## src/rtl/reg_acc_arb_if.sv

```systemverilog
// Register-access arbiter signal bundle: two requester ports plus the shared register bus.
// slave = arbiter view, master = environment view (requesters and register bank).
interface reg_acc_arb_if #(
  parameter int DW = 8,
  parameter int AW = 8
);
  logic          i_m0_req;
  logic          i_m0_wr;
  logic [AW-1:0] i_m0_addr;
  logic [DW-1:0] i_m0_wdata;
  logic          o_m0_ack;
  logic [DW-1:0] o_m0_rdata;

  logic          i_m1_req;
  logic          i_m1_wr;
  logic [AW-1:0] i_m1_addr;
  logic [DW-1:0] i_m1_wdata;
  logic          o_m1_ack;
  logic [DW-1:0] o_m1_rdata;

  logic          o_reg_ren;
  logic          o_reg_wen;
  logic [AW-1:0] o_reg_addr;
  logic [DW-1:0] o_reg_wdata;
  logic [DW-1:0] i_reg_rdata;
  logic          o_busy;

  modport slave (
    input  i_m0_req, i_m0_wr, i_m0_addr, i_m0_wdata,
    input  i_m1_req, i_m1_wr, i_m1_addr, i_m1_wdata,
    input  i_reg_rdata,
    output o_m0_ack, o_m0_rdata, o_m1_ack, o_m1_rdata,
    output o_reg_ren, o_reg_wen, o_reg_addr, o_reg_wdata, o_busy
  );

  modport master (
    output i_m0_req, i_m0_wr, i_m0_addr, i_m0_wdata,
    output i_m1_req, i_m1_wr, i_m1_addr, i_m1_wdata,
    output i_reg_rdata,
    input  o_m0_ack, o_m0_rdata, o_m1_ack, o_m1_rdata,
    input  o_reg_ren, o_reg_wen, o_reg_addr, o_reg_wdata, o_busy
  );
endinterface

```

## src/rtl/reg_acc_arb.sv

```systemverilog
// Shares the register bus between the SPI decoder (m0) and the trim/OTP loader (m1):
// round-robin grant, then a fixed IDLE -> ACCESS -> ACK sequence with registered outputs.
module reg_acc_arb #(
  parameter int DW = 8,
  parameter int AW = 8
) (
  input  logic         i_clk,
  input  logic         i_rst_n,
  reg_acc_arb_if.slave bus
);

  typedef enum logic [1:0] {IDLE, ACCESS, ACK} state_t;

  state_t        state_q, state_d;
  logic          last_grant;
  logic          gnt_p0;
  logic          wr_p0;
  logic [AW-1:0] addr_p0;
  logic [DW-1:0] wdata_p0;

  logic          ren_q, wen_q, ack0_q, ack1_q, busy_q;
  logic [DW-1:0] rdata0_q, rdata1_q;

  logic          ren_d, wen_d, ack0_d, ack1_d, take;
  logic [DW-1:0] rdata0_d, rdata1_d;

  // m1 wins when it is the only requester, or on contention when m0 had the last grant.
  logic          any_req, win_m1, sel_wr;
  logic [AW-1:0] sel_addr;
  logic [DW-1:0] sel_wdata;

  assign any_req   = bus.i_m0_req | bus.i_m1_req;
  assign win_m1    = bus.i_m1_req & (~bus.i_m0_req | ~last_grant);
  assign sel_wr    = win_m1 ? bus.i_m1_wr    : bus.i_m0_wr;
  assign sel_addr  = win_m1 ? bus.i_m1_addr  : bus.i_m0_addr;
  assign sel_wdata = win_m1 ? bus.i_m1_wdata : bus.i_m0_wdata;

  always_comb begin
    state_d  = state_q;
    take     = 1'b0;
    ren_d    = 1'b0;
    wen_d    = 1'b0;
    ack0_d   = 1'b0;
    ack1_d   = 1'b0;
    rdata0_d = '0;
    rdata1_d = '0;
    unique case (state_q)
      IDLE: begin
        if (any_req) begin
          take    = 1'b1;
          ren_d   = ~sel_wr;
          wen_d   = sel_wr;
          state_d = ACCESS;
        end
      end
      ACCESS: begin
        // Read data is sampled at the end of the strobe cycle and steered to the winner only.
        ack0_d  = ~gnt_p0;
        ack1_d  = gnt_p0;
        if (!wr_p0 && !gnt_p0) rdata0_d = bus.i_reg_rdata;
        if (!wr_p0 &&  gnt_p0) rdata1_d = bus.i_reg_rdata;
        state_d = ACK;
      end
      ACK:     state_d = IDLE;
      default: state_d = IDLE;
    endcase
  end

  // Stage p0: grant latch; bus and ack registers update alongside.
  always_ff @(posedge i_clk or negedge i_rst_n) begin
    if (!i_rst_n) begin
      state_q    <= IDLE;
      last_grant <= 1'b1;
      gnt_p0     <= 1'b0;
      wr_p0      <= 1'b0;
      addr_p0    <= '0;
      wdata_p0   <= '0;
      ren_q      <= 1'b0;
      wen_q      <= 1'b0;
      ack0_q     <= 1'b0;
      ack1_q     <= 1'b0;
      busy_q     <= 1'b0;
      rdata0_q   <= '0;
      rdata1_q   <= '0;
    end else begin
      state_q  <= state_d;
      ren_q    <= ren_d;
      wen_q    <= wen_d;
      ack0_q   <= ack0_d;
      ack1_q   <= ack1_d;
      busy_q   <= (state_d != IDLE);
      rdata0_q <= rdata0_d;
      rdata1_q <= rdata1_d;
      if (take) begin
        last_grant <= win_m1;
        gnt_p0     <= win_m1;
        wr_p0      <= sel_wr;
        addr_p0    <= sel_addr;
        wdata_p0   <= sel_wdata;
      end
    end
  end

  assign bus.o_reg_ren   = ren_q;
  assign bus.o_reg_wen   = wen_q;
  assign bus.o_reg_addr  = addr_p0;
  assign bus.o_reg_wdata = wdata_p0;
  assign bus.o_m0_ack    = ack0_q;
  assign bus.o_m1_ack    = ack1_q;
  assign bus.o_m0_rdata  = rdata0_q;
  assign bus.o_m1_rdata  = rdata1_q;
  assign bus.o_busy      = busy_q;

endmodule

```

## src/flat_wrapper.sv

```systemverilog
// flat-port wrapper written by rule: the top's interface ports become plain ports
module reg_acc_arb_flat 
#(
  parameter int DW = 8,
  parameter int AW = 8
)
  (i_clk, i_rst_n, bus_i_m0_req, bus_i_m0_wr, bus_i_m0_addr, bus_i_m0_wdata, bus_i_m1_req, bus_i_m1_wr, bus_i_m1_addr, bus_i_m1_wdata, bus_i_reg_rdata, bus_o_m0_ack, bus_o_m0_rdata, bus_o_m1_ack, bus_o_m1_rdata, bus_o_reg_ren, bus_o_reg_wen, bus_o_reg_addr, bus_o_reg_wdata, bus_o_busy);
  reg_acc_arb_if #(.DW(DW), .AW(AW)) bus_i ();
  input  logic i_clk;
  input  logic i_rst_n;
  input wire logic [$bits(bus_i.i_m0_req)-1:0] bus_i_m0_req;
  input wire logic [$bits(bus_i.i_m0_wr)-1:0] bus_i_m0_wr;
  input wire logic [$bits(bus_i.i_m0_addr)-1:0] bus_i_m0_addr;
  input wire logic [$bits(bus_i.i_m0_wdata)-1:0] bus_i_m0_wdata;
  input wire logic [$bits(bus_i.i_m1_req)-1:0] bus_i_m1_req;
  input wire logic [$bits(bus_i.i_m1_wr)-1:0] bus_i_m1_wr;
  input wire logic [$bits(bus_i.i_m1_addr)-1:0] bus_i_m1_addr;
  input wire logic [$bits(bus_i.i_m1_wdata)-1:0] bus_i_m1_wdata;
  input wire logic [$bits(bus_i.i_reg_rdata)-1:0] bus_i_reg_rdata;
  output wire logic [$bits(bus_i.o_m0_ack)-1:0] bus_o_m0_ack;
  output wire logic [$bits(bus_i.o_m0_rdata)-1:0] bus_o_m0_rdata;
  output wire logic [$bits(bus_i.o_m1_ack)-1:0] bus_o_m1_ack;
  output wire logic [$bits(bus_i.o_m1_rdata)-1:0] bus_o_m1_rdata;
  output wire logic [$bits(bus_i.o_reg_ren)-1:0] bus_o_reg_ren;
  output wire logic [$bits(bus_i.o_reg_wen)-1:0] bus_o_reg_wen;
  output wire logic [$bits(bus_i.o_reg_addr)-1:0] bus_o_reg_addr;
  output wire logic [$bits(bus_i.o_reg_wdata)-1:0] bus_o_reg_wdata;
  output wire logic [$bits(bus_i.o_busy)-1:0] bus_o_busy;
  assign bus_i.i_m0_req = bus_i_m0_req;
  assign bus_i.i_m0_wr = bus_i_m0_wr;
  assign bus_i.i_m0_addr = bus_i_m0_addr;
  assign bus_i.i_m0_wdata = bus_i_m0_wdata;
  assign bus_i.i_m1_req = bus_i_m1_req;
  assign bus_i.i_m1_wr = bus_i_m1_wr;
  assign bus_i.i_m1_addr = bus_i_m1_addr;
  assign bus_i.i_m1_wdata = bus_i_m1_wdata;
  assign bus_i.i_reg_rdata = bus_i_reg_rdata;
  assign bus_o_m0_ack = bus_i.o_m0_ack;
  assign bus_o_m0_rdata = bus_i.o_m0_rdata;
  assign bus_o_m1_ack = bus_i.o_m1_ack;
  assign bus_o_m1_rdata = bus_i.o_m1_rdata;
  assign bus_o_reg_ren = bus_i.o_reg_ren;
  assign bus_o_reg_wen = bus_i.o_reg_wen;
  assign bus_o_reg_addr = bus_i.o_reg_addr;
  assign bus_o_reg_wdata = bus_i.o_reg_wdata;
  assign bus_o_busy = bus_i.o_busy;
  reg_acc_arb #(.DW(DW), .AW(AW)) u_core (.i_clk(i_clk), .i_rst_n(i_rst_n), .bus(bus_i));
endmodule
```

## config.mk

```make
export PLATFORM = sky130hd
export DESIGN_NAME = reg_acc_arb_flat
export DESIGN_NICKNAME = d
export VERILOG_FILES = /design/src/rtl/reg_acc_arb_if.sv /design/src/rtl/reg_acc_arb.sv /design/src/flat_wrapper.sv
export SDC_FILE = /design/constraint.sdc
export NUM_CORES = 1
export LEC_CHECK = 0
export ABC_AREA = 1
export CAP_MARGIN = 10
export CORE_UTILIZATION = 41
export DETAILED_ROUTE_END_ITERATION = 7
export PLACE_DENSITY = 0.77
export SLEW_MARGIN = 20
export SYNTH_ARGS = -nofsm -noshare
export SYNTH_HDL_FRONTEND = slang
export SYNTH_SLANG_ARGS = --single-unit
```

## constraint.sdc

```tcl
create_clock -name i_clk -period 1.6 [get_ports i_clk]
set_clock_uncertainty 0.15 [all_clocks]
set_input_delay 0.24 -clock i_clk [delete_from_list [all_inputs] [get_ports i_clk]]
set_output_delay 0.24 -clock i_clk [all_outputs]
set_load 0.02 [all_outputs]
```

After elaboration in Yosys (flattened, before gate mapping)
Index checks and enable logic that the tools add are counted.
{"block": "totals", "ff_bits": 42, "output_inout_bits": 37, "rom_bits": 0, "mem_count": 0, "input_bits": 46, "wordCells": 44, "latchBits": 0, "ram_bits": 0}
{"block": "classes", "n_mux": 17, "reduce_logical": 6, "n_mul": 0, "order_cmp": 0, "shift": 0, "n_addsub": 0, "eq_ne": 1, "bitwise": 7, "n_div": 0}
{"op": "$mux 8", "count": 6}
{"op": "$mux 1", "count": 9}
{"op": "$not 1->1", "count": 4}
{"op": "$pmux 2 s2", "count": 1}
{"op": "$eq 2x1->1 const B", "count": 1}
{"op": "$logic_and 1x1->1", "count": 2}
{"op": "$logic_not 1->1", "count": 2}
{"op": "$logic_not 2->1", "count": 1}
{"op": "$mux 2", "count": 1}
{"op": "$or 1x1->1", "count": 2}
{"op": "$reduce_bool 2->1", "count": 1}
{"op": "$and 1x1->1", "count": 1}

Depth between registers and ports, before layout
{"block": "logic_depth", "ltp_word": 7, "mapped_depth": 7}

Least setup slack after synthesis
No wires, ideal clock.
{"block": "synth_path", "path_kind": "register -> register", "from": "register u_core.last_grant", "to": "register u_core.addr_p0[6] (netlist: u_core.bus.o_reg_addr[6])", "path_slack_ps": 362, "n_path_buf": 1, "required_time_ps": 1333, "setup_time_ps": 117, "synth_period_minus_slack_ps": 1238, "path_stages_with_launch": 7, "t_arrival_ps": 971, "path_cell_list": "dfstp_2 nand2_4 nand2_4 buf_6 nand2_1 nand3_1 nand2_1"}
{"block": "synth_via", "elab_chain_len": 4}
{"item": "start: declaration", "line": "reg_acc_arb.sv:15", "text": "logic last_grant;"}
{"item": "start signal: assignment", "line": "reg_acc_arb.sv:95", "text": "last_grant <= win_m1;"}
{"item": "$not 1->1", "line": "reg_acc_arb.sv:33", "text": "assign win_m1 = bus.i_m1_req & (~bus.i_m0_req | ~last_grant);"}
{"item": "$or 1x1->1", "line": "reg_acc_arb.sv:33"}
{"item": "$and 1x1->1", "line": "reg_acc_arb.sv:33"}
{"item": "$mux 8", "line": "reg_acc_arb.sv:35", "text": "assign sel_addr = win_m1 ? bus.i_m1_addr : bus.i_m0_addr;"}
{"item": "end signal: assignment", "line": "reg_acc_arb.sv:98", "text": "addr_p0 <= sel_addr;"}
{"item": "end: declaration", "line": "reg_acc_arb.sv:18", "text": "logic [AW-1:0] addr_p0;"}
Every way passes these cells.
A chain may end at the register's enable or synchronous reset.

Worst setup path after layout
{"block": "layout_path", "from": "register u_core.wdata_p0[1] (netlist: u_core.bus.o_reg_wdata[1])", "to": "output port bus_o_reg_wdata[1]"}
{"item": "start: declaration", "line": "reg_acc_arb.sv:19", "text": "logic [DW-1:0] wdata_p0;"}
{"item": "start signal: assignment", "line": "reg_acc_arb.sv:99", "text": "wdata_p0 <= sel_wdata;"}
{"item": "end: declaration", "line": "flat_wrapper.sv:27", "text": "output wire logic [$bits(bus_i.o_reg_wdata)-1:0] bus_o_reg_wdata;"}
No word-level cell between the ends.

==> results.tsv <==
stage	metric	value	unit
final_layout	stdcell_area	2809	um2
synthesis	ys_types	16	
detailed_routing	vias_per_cell	4.554	
synthesis	avgSynthCellArea	8.530	um2
critical_path	r2r_setup_slack	0.26	ns
critical_path	cp_slowest_cell	dfrtp_1	
grt	gr-total-overflow	0	
job	drv_cap	0	
placed_design	portBuffers	82	
synthesis	netlist_area	1868	um2
cts	clkLatencyLatePin	0.28	ns
sta	final_max_slew_viol_count	0	
sta	tightest_slew	0.6032	ns
detailed_routing	drtIter0Drc	31	
critical_path	max_stage_delay	0.39	ns
status	status	finished clean	
synthesis	syn_inst	219	
min_path	hold_path_class	in2async	
critical_path	worst-r2r-cell-count	3	
floorplan	placement_rows	24	
detailed_routing	drt-pass1-iter-count	4	
floorplan	fp.dieW	69.50	um
synthesis	ys_ff_latch	42	
pwr	vdd.ir_drop.worst	0.0008128	V
critical_path	cp-end-kind	output port	
synthesis	syn_nets	265	
grt	grt.total_usage	17.46	%
grt	grt_first_pass_wirelength	6768	um
detailed_routing	drc	0	
detailed_routing	wl_per_cell	10.90	um
floorplan	ios	83	
critical_path	reg2reg_to	u_core.bus.o_m1_rdata[3]$_DFF_PN0_	
critical_path	crit_path_start_kind	flip-flop	
sta	layout_min_cycle_time	1.391	ns
pwr	power.density	1523	nW/um2
grt	grt_pass1_vias	1566	
sta	hold_viol_final	0	
cts	cts_made_buffers	5	
floorplan	die_height	69.50	um
final_layout	drive_above_1_share	7.767	%
critical_path	crit_chain	dlygate4sd2_1	
final_layout	area_growth_syn_to_layout	50.37	%
synthesis	synth_seq_area_share	56.33	%
placed_design	post-place-ws	-0.03613	ns
sta	relSlewSlack	59.69	%
sta	setup_violations	0	
final_layout	nets	354	
critical_path	path_max_fanout	2	
detailed_routing	ant_nets	0	
detailed_routing	vias	1644	
grt	antenna_found_initial	0	
sta	setup_ws	0.2091	ns
critical_path	worst_r2r_startpoint	u_core.state_q[1]$_DFF_PN0_	
cts	clock_path_buffers	2	
cts	root_buffer	clkbuf_8	
cts	cts_tree	yes	
pwr	leakagePower	0.001639	uW
floorplan	fp.coreArea	4354	um2
final_layout	insertedDiodeCount	0	
placed_design	dpl.hpwl	3033	um
sta	period_share	86.93	%
cts	cts.sinks	42	
sta	clock.fmax	0.7190	GHz
critical_path	cp_num_buf_inv	1	
floorplan	start_util	42.90	%
critical_path	path_delay_family	flip-flops	
floorplan	die-area	4830	um2
grt	grt_max_degree	21	
critical_path	cp_data_arrival_time	1.00	ns
placed_design	place_congestion	0.7824	
critical_path	cp.required	1.21	ns
critical_path	critical_path_class	reg2out	
cts	cts_setup_buffers	0	
cts	htreeDepth	2	
sta	rsz0062_at_grt	false	
detailed_routing	routed_wl	3936	um
placed_design	placed_cell_area	2731	um2
synthesis	yosys_warnings	0	
cts	path_clk_slew	0.07	ns
[state kept, by name (all words and copies together) (netlist names), 2 cells and up]
register and cells:
u_core.bus.o_m0_rdata 8, u_core.bus.o_m1_rdata 8, u_core.bus.o_reg_addr 8, u_core.bus.o_reg_wdata 8
u_core.state_q 2
[placed cells by master (no fill, tap or decap), drive strengths merged]
master         count
nor2               4
bufinv             1
nand3             34
dlygate4sd2       35
inv               50
clkdlybuf4s50     44
dlygate4sd3        1
dfstp              1
dlymetal6s2s       2
buf               10
o21ai              1
nand2             61
dfrtp             41
clkbuf             7
nor3              16
a21oi              1
[power breakdown]
group | internal, uW | switching, uW | leakage [uW]
registers | 1440 | 172 | 0.000540
logic | 705 | 1160 | 0.00105
clock network | 467 | 327 | 0.0000524
total | 2610 | 1660 | 0.00164
[routing by layer]
metal	vias to the layer above	routed length (um)	GRT usage [%]
li1	829	-	-
met1	734	1612	20.52
met2	76	1935	30.53
met3	5	357	4.797
met4	0	31	6.122
met5	-	0	0
[Yosys cell counts, drive strengths merged]
library cell	count	area share (%)
nand2	61	13
inv	50	10
dfrtp	41	55
nand3	34	9.4
nor3	16	4.3
buf	8	4.2
nor2	4	1.6
clkbuf	2	0.40
a21oi	1	0.47
dfstp	1	1.4
o21ai	1	0.27
[worst max-delay path by stage]
stage                                           from                              endpoint  depth (start not counted)
3_5_place_dp                            bus_i_m1_req              u_core.wr_p0$_DFFE_PN0P_                          6
2_1_floorplan          u_core.last_grant$_DFFE_PN1P_  u_core.bus.o_reg_addr[6]$_DFFE_PN0P_                          6
3_3_place_gp                            bus_i_m1_req              u_core.wr_p0$_DFFE_PN0P_                          6
6_report       u_core.bus.o_reg_wdata[1]$_DFFE_PN0P_                    bus_o_reg_wdata[1]                          1
4_1_cts           u_core.bus.o_m1_rdata[0]$_DFF_PN0_                     bus_o_m1_rdata[0]                          1
5_1_grt                  u_core.state_q[1]$_DFF_PN0_    u_core.bus.o_m0_rdata[6]$_DFF_PN0_                          3
[timing repair]
item,in CTS,in global routing
hold buffers,1,0
endpoints found under the setup margin,35,2
gates resized for setup,35,2
endpoints found under the hold margin,17,0
[per-stage QoR]
stage	total power, uW	utilization, %	hold WS [ns]	TNS [ns]	cells
floorplan	2847	-	-0.2056	0	219
finish	4277	64.51	0.2699	0	361
global placement	3709	62.73	0.04641	-0.01733	352
global route	4545	64.51	0.3113	0	361
CTS	4321	64.40	0.2773	0	361
detailed placement	3750	62.73	0.05301	-0.1155	352
[kinds of logic (layout without fill, tap and decap cells)]
kind of cell | count (synthesis) | count (layout) | share of synthesized area [%]
compound gates | 2 | 2 | 0.7366
buf+inv | 60 | 150 | 14.60
flops | 42 | 42 | 56.33
simple gates | 115 | 115 | 28.33
[area by class of cell]
class | instances | area [um2]
clock inverters | 1 | 30.03
clock buffers | 7 | 76.32
fillers | 383 | 1545
repair buffers | 92 | 854.6
multi-input cells | 117 | 543.0
well taps | 52 | 65.06
flip-flops and latches | 42 | 1052
inverters | 50 | 187.7
No activity file was read; power rests on OpenSTA's default activity.
